`config.mk`:
```
export PLATFORM = sky130hd
export DESIGN_NAME = alu_share_arbiter
export DESIGN_NICKNAME = d
export VERILOG_FILES = /design/src/rtl/alu_share_arbiter.sv
export SDC_FILE = /design/constraint.sdc
export NUM_CORES = 1
export LEC_CHECK = 0
export ABC_AREA = 1
export CORE_MARGIN = 2
export CORE_UTILIZATION = 40
export CTS_CLUSTER_DIAMETER = 30
export DETAILED_ROUTE_END_ITERATION = 8
export DONT_BUFFER_PORTS = 1
export SLEW_MARGIN = 0
export SYNTH_ARGS = -nofsm -noshare
export SYNTH_HDL_FRONTEND = slang
export SYNTH_SLANG_ARGS = --single-unit
```
`constraint.sdc`:
```
create_clock -name clk -period 9.85 [get_ports clk]
set_input_delay 2.955 -clock clk [delete_from_list [all_inputs] [get_ports clk]]
set_output_delay 2.955 -clock clk [all_outputs]
set_load 0.01 [all_outputs]
```
`src/rtl/alu_share_arbiter.sv`:
```
// Two-requester round-robin front end for one shared combinational ALU: issue register
// drives the ALU, response register returns tagged results. Optional grant counters: ALU_ARB_STATS_EN.
module alu_share_arbiter #(
  parameter int XLEN   = 32,
  parameter int TAG_W  = 4,
  parameter int STAT_W = 16
) (
  input  logic              clk,
  input  logic              rst,
  input  logic              req0_valid,
  output logic              req0_ready,
  input  logic [2:0]        req0_aluop,
  input  logic              req0_op5,
  input  logic              req0_func75,
  input  logic [2:0]        req0_func3,
  input  logic [XLEN-1:0]   req0_a,
  input  logic [XLEN-1:0]   req0_b,
  input  logic [TAG_W-1:0]  req0_tag,
  input  logic              req1_valid,
  output logic              req1_ready,
  input  logic [2:0]        req1_aluop,
  input  logic              req1_op5,
  input  logic              req1_func75,
  input  logic [2:0]        req1_func3,
  input  logic [XLEN-1:0]   req1_a,
  input  logic [XLEN-1:0]   req1_b,
  input  logic [TAG_W-1:0]  req1_tag,
  output logic [2:0]        alu_aluop,
  output logic              alu_op5,
  output logic              alu_func75,
  output logic [2:0]        alu_func3,
  output logic [XLEN-1:0]   alu_a,
  output logic [XLEN-1:0]   alu_b,
  input  logic [XLEN-1:0]   alu_result,
  output logic              rsp_valid,
  input  logic              rsp_ready,
  output logic              rsp_id,
  output logic [TAG_W-1:0]  rsp_tag,
  output logic [XLEN-1:0]   rsp_result
`ifdef ALU_ARB_STATS_EN
  ,
  output logic [STAT_W-1:0] grant_cnt0,
  output logic [STAT_W-1:0] grant_cnt1
`endif
);

  // Handshake: a request transfers on a rising edge where reqN_valid & reqN_ready are both high;
  // a response transfers where rsp_valid & rsp_ready are both high. Ready never depends on a
  // later cycle, and a valid request or response holds its payload until it transfers.

  if (STAT_W < 1) begin : g_stat_w_check
    $error("STAT_W must be at least 1");
  end

  logic              rr_ptr;
  logic              winner;
  logic              any_valid;
  logic              accept;
  logic              s1_free;
  logic              s2_adv;

  logic              s1_valid;
  logic              s1_id;
  logic [2:0]        s1_aluop;
  logic              s1_op5;
  logic              s1_func75;
  logic [2:0]        s1_func3;
  logic [XLEN-1:0]   s1_a;
  logic [XLEN-1:0]   s1_b;
  logic [TAG_W-1:0]  s1_tag;

  logic              s2_valid;
  logic              s2_id;
  logic [TAG_W-1:0]  s2_tag;
  logic [XLEN-1:0]   s2_result;

  assign s2_adv    = s1_valid & (~s2_valid | rsp_ready);
  assign s1_free   = ~s1_valid | s2_adv;
  assign any_valid = req0_valid | req1_valid;

  // Only valid requesters compete; the pointer breaks ties.
  always_comb begin
    winner = req1_valid;
    if (req0_valid && req1_valid) winner = rr_ptr;
  end

  assign accept     = any_valid & s1_free & ~rst;
  assign req0_ready = accept & ~winner;
  assign req1_ready = accept & winner;

  always_ff @(posedge clk or posedge rst) begin
    if (rst) begin
      rr_ptr    <= 1'b0;
      s1_valid  <= 1'b0;
      s1_id     <= 1'b0;
      s1_aluop  <= '0;
      s1_op5    <= 1'b0;
      s1_func75 <= 1'b0;
      s1_func3  <= '0;
      s1_a      <= '0;
      s1_b      <= '0;
      s1_tag    <= '0;
    end else begin
      if (accept) rr_ptr <= ~winner;
      if (s1_free) s1_valid <= accept;
      if (accept) begin
        s1_id     <= winner;
        s1_aluop  <= winner ? req1_aluop  : req0_aluop;
        s1_op5    <= winner ? req1_op5    : req0_op5;
        s1_func75 <= winner ? req1_func75 : req0_func75;
        s1_func3  <= winner ? req1_func3  : req0_func3;
        s1_a      <= winner ? req1_a      : req0_a;
        s1_b      <= winner ? req1_b      : req0_b;
        s1_tag    <= winner ? req1_tag    : req0_tag;
      end
    end
  end

  // The ALU sees zeros whenever the issue register is empty.
  assign alu_aluop  = s1_valid ? s1_aluop  : '0;
  assign alu_op5    = s1_valid & s1_op5;
  assign alu_func75 = s1_valid & s1_func75;
  assign alu_func3  = s1_valid ? s1_func3  : '0;
  assign alu_a      = s1_valid ? s1_a      : '0;
  assign alu_b      = s1_valid ? s1_b      : '0;

  always_ff @(posedge clk or posedge rst) begin
    if (rst) begin
      s2_valid  <= 1'b0;
      s2_id     <= 1'b0;
      s2_tag    <= '0;
      s2_result <= '0;
    end else if (s2_adv) begin
      s2_valid  <= 1'b1;
      s2_id     <= s1_id;
      s2_tag    <= s1_tag;
      s2_result <= alu_result;
    end else if (rsp_ready) begin
      s2_valid  <= 1'b0;
    end
  end

  assign rsp_valid  = s2_valid;
  assign rsp_id     = s2_id;
  assign rsp_tag    = s2_tag;
  assign rsp_result = s2_result;

`ifdef ALU_ARB_STATS_EN
  always_ff @(posedge clk or posedge rst) begin
    if (rst) begin
      grant_cnt0 <= '0;
      grant_cnt1 <= '0;
    end else begin
      if (req0_ready) grant_cnt0 <= grant_cnt0 + 1'b1;
      if (req1_ready) grant_cnt1 <= grant_cnt1 + 1'b1;
    end
  end
`endif

endmodule

```
Yosys cells after proc, flatten, opt, wreduce, memory -nomap -nowiden
Cells that the tools add are included.

Reductions and logical operators: 2. Muxes and demuxes: 14. Bitwise gates (word level): 14.

Operators by type and width (number): $mux W32 (4); $mux W3 (4); $and A1 B1 Y1 (7); $mux W1 (5); $mux W4 (1); $not A1 Y1 (4); $or A1 B1 Y1 (3); $reduce_bool A2 Y1 (1); $logic_and A1 B1 Y1 (1).

Word-level logic and storage cells: 44. Output and inout bits: 112. Input bits: 189. Register bits: 117.

Longest topological paths before layout
Gate-level depths: netlist of the first run.

Depth in word-level cells: 7. Depth in mapped cells: 9. Mapped depth without buffers: 7.

Worst setup path after synthesis of the first run
OpenSTA, ideal clock, no wires.

Path type: input to output. Start point: input rst. End point: output req0_ready. Required time: 6.895 ns. Stages on the path: 5. Slack: 0.654 ns. Arrival: 6.241 ns. Path through: inv_1 -> nand3_1 -> buf_2 -> buf_2 -> nor2_1.

Cells in the longest elaborated chain, start to end: 3.

RTL lines: start: declaration (line 9) `input logic rst,`; $not A1 Y1 (line 87) `assign accept = any_valid & s1_free & ~rst;`; $and A1 B1 Y1 (line 87); $and A1 B1 Y1 (line 88) `assign req0_ready = accept & ~winner;`; end: declaration (line 11) `output logic req0_ready,`.

No other way between the ends.

Final worst setup path of the first run
Start point: input rst. End point: output req1_ready.

Cells in the longest elaborated chain, start to end: 3.

RTL lines: $not A1 Y1 (line 87); $and A1 B1 Y1 (line 87); $and A1 B1 Y1 (line 89) `assign req1_ready = accept & winner;`; end: declaration (line 20) `output logic req1_ready,`.

No other way between the ends.

==> results of run 1 <==
-- cell type report --
type                            instances  area (um2)  share of cell area
Tap cell                              188         235              0.0348
Inverter                               78         295              0.0437
Multi-Input combinational cell        656        2630               0.390
Timing Repair Buffer                    8        60.1             0.00889
Clock inverter                          9         125              0.0185
Clock buffer                           23         478              0.0707
Sequential cell                       117        2930               0.434
-- routing by layer --
metal / vias up / share of wire
li1: 2667 / -
met1: 2413 / 0.43
met2: 221 / 0.46
met3: 33 / 0.074
met4: 0 / 0.027
met5: - / 0
-- through the flow --
stage               setup WS [ns]  total power (uW)  hold WS, ns
detailed placement           2.98               963        0.465
global route                 2.89              1680        0.493
CTS                          2.99              1600        0.479
finish                       3.03              1580        0.474
global placement             3.02               959        0.464
floorplan                   0.654               899        0.449
-- path summary, 6_finish.rpt --
check,start,to,slack (ns),depth (start not counted)
max in group asynchronous,rst,s1_valid,5.95,2
min in group asynchronous,rst,s1_a[18],2.50,1
max reg2reg,s1_valid,s1_b[7],7.61,6
max,rst,req1_ready,3.03,3
min reg2reg,s1_a[21],s1_a[21],0.47,2
min,s1_a[21],s1_a[21],0.47,2
-- power by group --
| group | internal, uW | total (uW) | switching, uW |
|---|---|---|---|
| Sequential | 585 | 678 | 93.4 |
| Clock | 416 | 626 | 210 |
| Combinational | 83.0 | 273 | 190 |
-- worst max-delay path: stages --
cell     delay (ns)
inv_4          0.42
nand3_4        0.16
nor2_1         0.29
-- cells by family after synthesis --
logic type,count (synthesis),synth area share
compound gates,2,0.00163
buf+inv,140,0.0992
flops,117,0.476
simple gates,654,0.423
-- placed cells by master, fill, tap and decap left out, drive strengths merged --
cell / instances
buf: 8
bufinv: 3
clkbuf: 23
clkinv: 4
clkinvlp: 2
dfrtp: 117
inv: 78
nand2: 536
nand3: 115
nor2: 3
o21ai: 2
-- flip-flops by register name, summed over array words and instances (netlist names) --
register,flops
s1_b,32
s1_aluop,3
s1_func75,1
rr_ptr,1
s1_tag,4
s1_a,32
rsp_id,1
rsp_tag,4
rsp_result,32
s1_func3,3
rsp_valid,1
s1_op5,1
s1_valid,1
s1_id,1
==> metrics.txt, run 1 <==
status complete, no violations; IO Pins 301; clock slew at reported path FFs 0.05 ns; clk_skew 0.00405 ns; starting DRC count in detailed routing 285; Num CTS Buffers 17; remaining antenna violation count after routing 0; Final Non-Filler Cells 1079; die area 0.0164 mm2; CORE AREA 0.0151 mm2; Post-DP HPWL 10.6 mm; number of antenna repair diodes 0; setup tns final 0 ns; unrepaired setup endpoints after global routing no; Bufs on Longest Clock Path 2; clock sink count 117; H-tree Lvls 4; EDFF count, synth 0; top post-synthesis cells by count 535 x nand2_1, 117 x dfrtp_1, 115 x nand3_1, 77 x inv_1, 29 x buf_2; post-cts resize count 0; max_cap viols 0; DRC viols 0; GP Congestion 0.796; Worst Hold Class reg2reg; Cell Rows 45; die height 128 um; GRT busiest layer met2; Mapped Nets 1102; Final Setup Violations 0; DP Area 0.00616 mm2; routed len/inst 14.7 um; global-route wire length before repair 24.8 mm; initial antenna violation count 0; vias per cell 4.94; Starting Density 0.408; ys async rst share 1.00; synth top area cells dfrtp_1 48%, nand2_1 33%, nand3_1 9.4%; post-layout util 0.448; GR met3 Demand/Resource 0.0597; share of the synthesized area in the top cell type 0.476; Synth Warn # 0; Leak 0.00422 uW; most common cell in the netlist nand2_1; Fin. Hold Viols 0; post-synthesis instance area 0.00615 mm2; layout cells sized above 1 0.0494; Setup Fix Bufs, Post-CTS 0; CP Launch Type input port; area leader, netlist dfrtp_1; Global Route met2 Usage 0.308; met1 Usage GRT 0.242; final WL 15.9 mm; global route overflow 0; hold_buf cts 0; fmax 0.147 GHz; WS Path Type in2out; Final Instance Area 0.00676 mm2; Yosys reg bits 117; syn avg cell area 6.74 um2; pwr/cell area 233 mW/mm2; synthesis-to-layout area growth 9.86%; Die W 128 um; largest net degree at the start of global routing 80; fin crit share 0.692; Post-Syn Instances 913; vias in the first global route 4887; min Tclk post-route 6.82 ns; Worst-Margin Slew 0.883 ns; placed insts 1047; clk_lat worst skew 0.41 ns; IO buf count 0; Filler cells 1578; post-synthesis sequential area ratio 0.476; crit end category primary output; synth unique cells 15; Pins Over Slew Limit 0; CP max FO 48; Data arrival, critical path 3.86 ns; Vias 5334; fin nets 1067; VDD IR-drop max 0.117 mV; commonest register cell after synthesis dfrtp_1; Max-slew headroom 0.411; Worst Path Required 6.90 ns; Root Driver clkbuf_16; Global Route Usage Sum 0.193; Pre-antenna DRT Iters 5; CTS tree done
Note: power is estimated with default switching activity, not from simulation.
==> inputs of run 2 (changes only) <==
==> constraint.sdc (replaced) <==
create_clock -name clk -period 5.7 [get_ports clk]
set_input_delay 1.71 -clock clk [delete_from_list [all_inputs] [get_ports clk]]
set_output_delay 1.71 -clock clk [all_outputs]
set_load 0.01 [all_outputs]
==> run 2 against run 1 <==
First-iteration DRC count rose by 6.0%. Non-clock buffer count increased by 1. Sequential cell count stayed put. Cell count is essentially flat. Routed wire length increased by 1.2%. Critical path depth grew 1.
==> metrics.txt, run 2 (same netlist as run 1, synthesis figures left out) <==
status complete, no violations; Cell Rows 45 (unchanged); Global Route Usage Sum 0.192 (-0.000894); CP Launch Type input port; max_cap viols 0 (unchanged); Worst Path Required 3.99 ns (-2.91 ns); crit end category primary output; pwr/cell area 397 mW/mm2 (+70%); Min Hold Slack 0.477 ns (+0.00274 ns); Worst Hold Class reg2reg; clock slew at reported path FFs 0.05 ns (about the same); unrepaired setup endpoints after global routing no; clk_skew 0.0104 ns (+0.00636 ns); largest net degree at the start of global routing 79 (-1.3%); Pins Over Slew Limit 0 (unchanged); Pwr Total 2680 uW (+70%); global-route wire length before repair 24.8 mm (-0.14%); initial antenna violation count 0 (unchanged); vias in the first global route 4952 (+1.3%); Worst-Margin Slew 0.959 ns (+0.0754 ns); layout cells sized above 1 0.0538 (+0.00443); Bufs on Longest Clock Path 2 (unchanged); Max-slew headroom 0.361 (-0.0503); clock sink count 117 (unchanged); Num CTS Buffers 17 (unchanged); commonest cells after routing, fill and taps aside 534 x nand2_1, 116 x dfrtp_1, 114 x nand3_1; worst r2r dst s1_a[2]; Die W 128 um (unchanged); WS Path Type in2out; fmax 0.226 GHz; Gate power share 0.173 (about the same); Setup Fix Bufs, Post-CTS 0 (unchanged); min Tclk post-route 4.42 ns; sw frac 0.321 (+0.00832); Final Setup Violations 0 (unchanged); setup tns final 0 ns (unchanged); Fin. Hold Viols 0 (unchanged); starting DRC count in detailed routing 302 (+6.0%); Data arrival, critical path 2.71 ns (-1.15 ns); die area 0.0164 mm2 (unchanged); Vias 5303 (-0.58%); die height 128 um (unchanged); vias per cell 4.91 (-0.67%); fin crit share 0.775; Internal 1820 uW (+68%); CTS tree done; Pre-antenna DRT Iters 6 (+1); Starting Density 0.408 (unchanged); number of antenna repair diodes 0 (unchanged); post-cts resize count 0 (unchanged); Final Instance Area 0.00676 mm2 (about the same); Clk network pwr share 0.389 (-0.008); final WL 16.1 mm (+1.2%); Worst Setup SP rsp_ready; Post-DP HPWL 11.0 mm (+3.8%); H-tree Lvls 4 (unchanged); leading cell type in the layout, fill and taps excluded nand2_1; Net Switching 861 uW (+75%); post-layout util 0.448 (about the same); end of the critical path req1_ready; VDD IR-drop max 0.190 mV (+62%); DRC viols 0 (unchanged); Flop pwr share 0.438 (+0.008); Root Driver clkbuf_16; CORE AREA 0.0151 mm2 (unchanged); CP max FO 39 (-19%); GP Congestion 0.742 (-6.7%); clk_lat worst skew 0.41 ns (about the same); fin nets 1068 (+0.094%); routed len/inst 14.9 um (+1.1%); synthesis-to-layout area growth 9.80% (about the same); Leak 0.00420 uW (-0.49%); R2R Setup Slk 3.02 ns (-4.59 ns); IO Pins 301 (unchanged); R2R depth 6 (unchanged); IO buf count 0 (unchanged); worst r2r src s1_valid; remaining antenna violation count after routing 0 (unchanged); global route overflow 0 (unchanged); DP Area 0.00617 mm2 (+0.22%); hold_buf cts 0 (unchanged)
run 2: cell type report:
type                    count  area (um2)
clock buffers              21         460
clock inverters            11         125
fillers                  1607        8330
inverters                  78         297
multi-input cells         656        2640
flip-flops and latches    117        2930
well taps                 188         235
repair buffers              9        67.6
run 2: how the worst min path moves through the flow:
stage | startpoint | endpoint | cells past startpoint
floorplan | s1_a[0] | s1_a[0] | 2
global placement | s1_b[5] | s1_b[5] | 2
CTS | s1_b[17] | s1_b[17] | 2
finish | s1_b[18] | s1_b[18] | 2
detailed placement | s1_b[17] | s1_b[17] | 2
global route | s1_b[21] | s1_b[21] | 2
run 2: per-stage QoR:
| step | setup slack, ns | std cells |
|---|---|---|
| finish | 1.28 | 1080 |
| global route | 1.18 | 1080 |
| CTS | 1.23 | 1080 |
| detailed placement | 1.23 | 1048 |
| global placement | 1.25 | 1048 |
| floorplan | -0.127 | 913 |
run 2: critical path, cell delays in order:
cell and delay (ns):
inv_1 0.03, nand3_1 0.19, nand3_4 0.43, nor2_2 0.33
run 2: routing by layer:
metal / vias to the layer above / track usage / share of wire
met2: 204 / 0.318 / 0.47
met4: 0 / 0.0866 / 0.025
met1: 2399 / 0.235 / 0.44
met3: 26 / 0.0530 / 0.066
met5: - / 0 / 0
li1: 2674 / - / -
run 2: power by group through the flow:
stage,combinational (uW),sequential [uW],clock [uW]
2_1_floorplan,421,1140,0
3_3_place_gp,472,1180,0
3_5_place_dp,477,1190,0
4_1_cts,477,1180,1070
5_1_grt,541,1200,1110
6_report,464,1170,1040
==> inputs of run 3 (changes only) <==
==> constraint.sdc (replaced) <==
create_clock -name clk -period 4.63 [get_ports clk]
set_input_delay 1.389 -clock clk [delete_from_list [all_inputs] [get_ports clk]]
set_output_delay 1.389 -clock clk [all_outputs]
set_load 0.01 [all_outputs]
==> run 3 against run 2 <==
Setup slack got worse by 0.37 ns. Highest routed layer unchanged. Critical path depth did not move. Largest cell class unchanged. Global-route usage decreased by 0.14 points. Die area stayed put. Via count up 1.2%. Largest power group unchanged. First-iteration DRC count fell by 12%. Core utilization barely moved.
==> metrics.txt, run 3 (same netlist as run 1, synthesis figures left out) <==
global route overflow 0 (unchanged); Final Instance Area 0.00675 mm2 (about the same); Fin. Hold Viols 0 (unchanged); post-layout util 0.448 (about the same); fin nets 1069 (+0.094%); remaining antenna violation count after routing 0 (unchanged); unrepaired setup endpoints after global routing no; max incr delay on CP 0.38 ns (-0.05 ns); WP buf/inv 1 (unchanged); Leak 0.00419 uW (-0.13%); Min Hold Slack 0.474 ns (-0.00255 ns); die height 128 um (unchanged); status complete, no violations; Pins Over Slew Limit 0 (unchanged); commonest cells after routing, fill and taps aside 534 x nand2_1, 116 x dfrtp_1, 114 x nand3_1; crit-path cells inv_1 > nand3_1 > nand3_4 > nor2_2; IO buf count 0 (unchanged); H-tree Lvls 4 (unchanged); max_cap viols 0 (unchanged); worst r2r dst s1_tag[1]; Final Setup Violations 0 (unchanged); Worst Hold Class reg2reg; WS Path Type in2out; Global Route Usage Sum 0.191 (-0.00138); die area 0.0164 mm2 (unchanged); Pre-antenna DRT Iters 5 (-1); clock slew at reported path FFs 0.05 ns (about the same); DRC viols 0 (unchanged); R2R depth 6 (unchanged); CP delay by family, top simple AND/OR/NAND/NOR gates; global-route wire length before repair 24.5 mm (-1.1%); Setup Fix Bufs, Post-CTS 0 (unchanged); final WL 16.2 mm (+0.71%); worst r2r src s1_valid; Worst path depth 4 (unchanged); Worst Setup SP rsp_ready; largest net degree at the start of global routing 82 (+3.8%); post-cts resize count 0 (unchanged); Vias 5367 (+1.2%); leading cell type in the layout, fill and taps excluded nand2_1; Num CTS Buffers 17 (unchanged); routed len/inst 15.0 um (+0.62%); Filler cells 1603 (-0.25%); fmax 0.269 GHz; pwr/cell area 484 mW/mm2 (+22%); CORE AREA 0.0151 mm2 (unchanged); GP Congestion 0.743 (+0.16%); Die W 128 um (unchanged); CP Launch Type input port; Cell Rows 45 (unchanged); layout cells sized above 1 0.0549 (+0.00106); crit end category primary output; number of antenna repair diodes 0 (unchanged); slowest CP cell nand3_4; CP max FO 34 (-13%); Max-slew headroom 0.306 (-0.0546); clock sink count 117 (unchanged); Bufs on Longest Clock Path 2 (unchanged); clk_skew 0.00625 ns (-0.00416 ns); DP Area 0.00619 mm2 (+0.32%); clk_lat worst skew 0.41 ns (about the same); Root Driver clkbuf_16; end of the critical path req1_ready; Worst-Margin Slew 1.04 ns (+0.0819 ns); Worst Path Required 3.24 ns (-0.75 ns); CTS tree done; fin crit share 0.803; VDD IR-drop max 0.228 mV (+20%); hold_buf cts 0 (unchanged); Post-DP HPWL 10.9 mm (-0.72%); synthesis-to-layout area growth 9.76% (about the same); initial antenna violation count 0 (unchanged); vias per cell 4.96 (+1.1%); Starting Density 0.408 (unchanged); min Tclk post-route 3.72 ns; vias in the first global route 4811 (-2.8%); starting DRC count in detailed routing 265 (-12%); IO Pins 301 (unchanged); Data arrival, critical path 2.33 ns (-0.38 ns); R2R Setup Slk 2.41 ns (-0.61 ns)
-- run 3: cell count changes in the layout (fill, tap and decap cells not counted) --
| cell | change |
|---|---|
| inv_6 | -1 |
| bufinv_16 | -1 |
| clkinv_4 | +1 |
| buf_12 | +1 |
| clkinvlp_4 | +1 |
-- run 3: worst register-to-register path: stages, from the launching register on --
cell	delay [ns]
dfrtp_4	0.64
nand3_1	0.30
nand2_1	0.14
nor2_4	0.61
buf_12	0.31
nand2_1	0.10
nand2_1	0.06
-- run 3: final cells by class --
cell class	count	area, um2	share of cell area
Sequential cell	117	2930	0.434
Clock buffer	21	460	0.0682
Tap cell	188	235	0.0348
Timing Repair Buffer	10	87.6	0.0130
Multi-Input combinational cell	656	2640	0.391
Clock inverter	11	103	0.0152
Inverter	78	297	0.0439
-- run 3: power by group --
group / total (uW) / internal [uW] / leakage (uW) / switching, uW
logic: 588 / 181 / 0.00248 / 408
registers: 1430 / 1240 / 0.00145 / 191
clock network: 1240 / 766 / 0.000258 / 477
-- run 3: layer usage --
layer	vias to the layer above	GRT usage	wire length, um
met2	221	0.313	7640
li1	2676	-	-
met3	22	0.0559	1200
met4	0	0.0730	296
met5	-	0	0
met1	2448	0.239	7040
-- run 3: through the flow --
step	setup TNS (ns)	power [uW]	cells	setup slack, ns
2_1_floorplan	-1.11	1920	913	-0.555
3_3_place_gp	0	2040	1049	0.903
3_5_place_dp	0	2050	1049	0.873
4_1_cts	0	3320	1081	0.880
5_1_grt	0	3470	1081	0.806
6_report	0	3270	1081	0.914
-- run 3: worst min-delay path by stage --
stage / cells past startpoint / endpoint / start / slack (ns)
finish: 2 / s1_b[5] / s1_b[5] / 0.47
global route: 2 / s1_b[4] / s1_b[4] / 0.49
CTS: 2 / s1_b[23] / s1_b[23] / 0.48
detailed placement: 2 / s1_b[8] / s1_b[8] / 0.46
global placement: 2 / s1_b[24] / s1_b[24] / 0.46
floorplan: 2 / s1_a[0] / s1_a[0] / 0.45
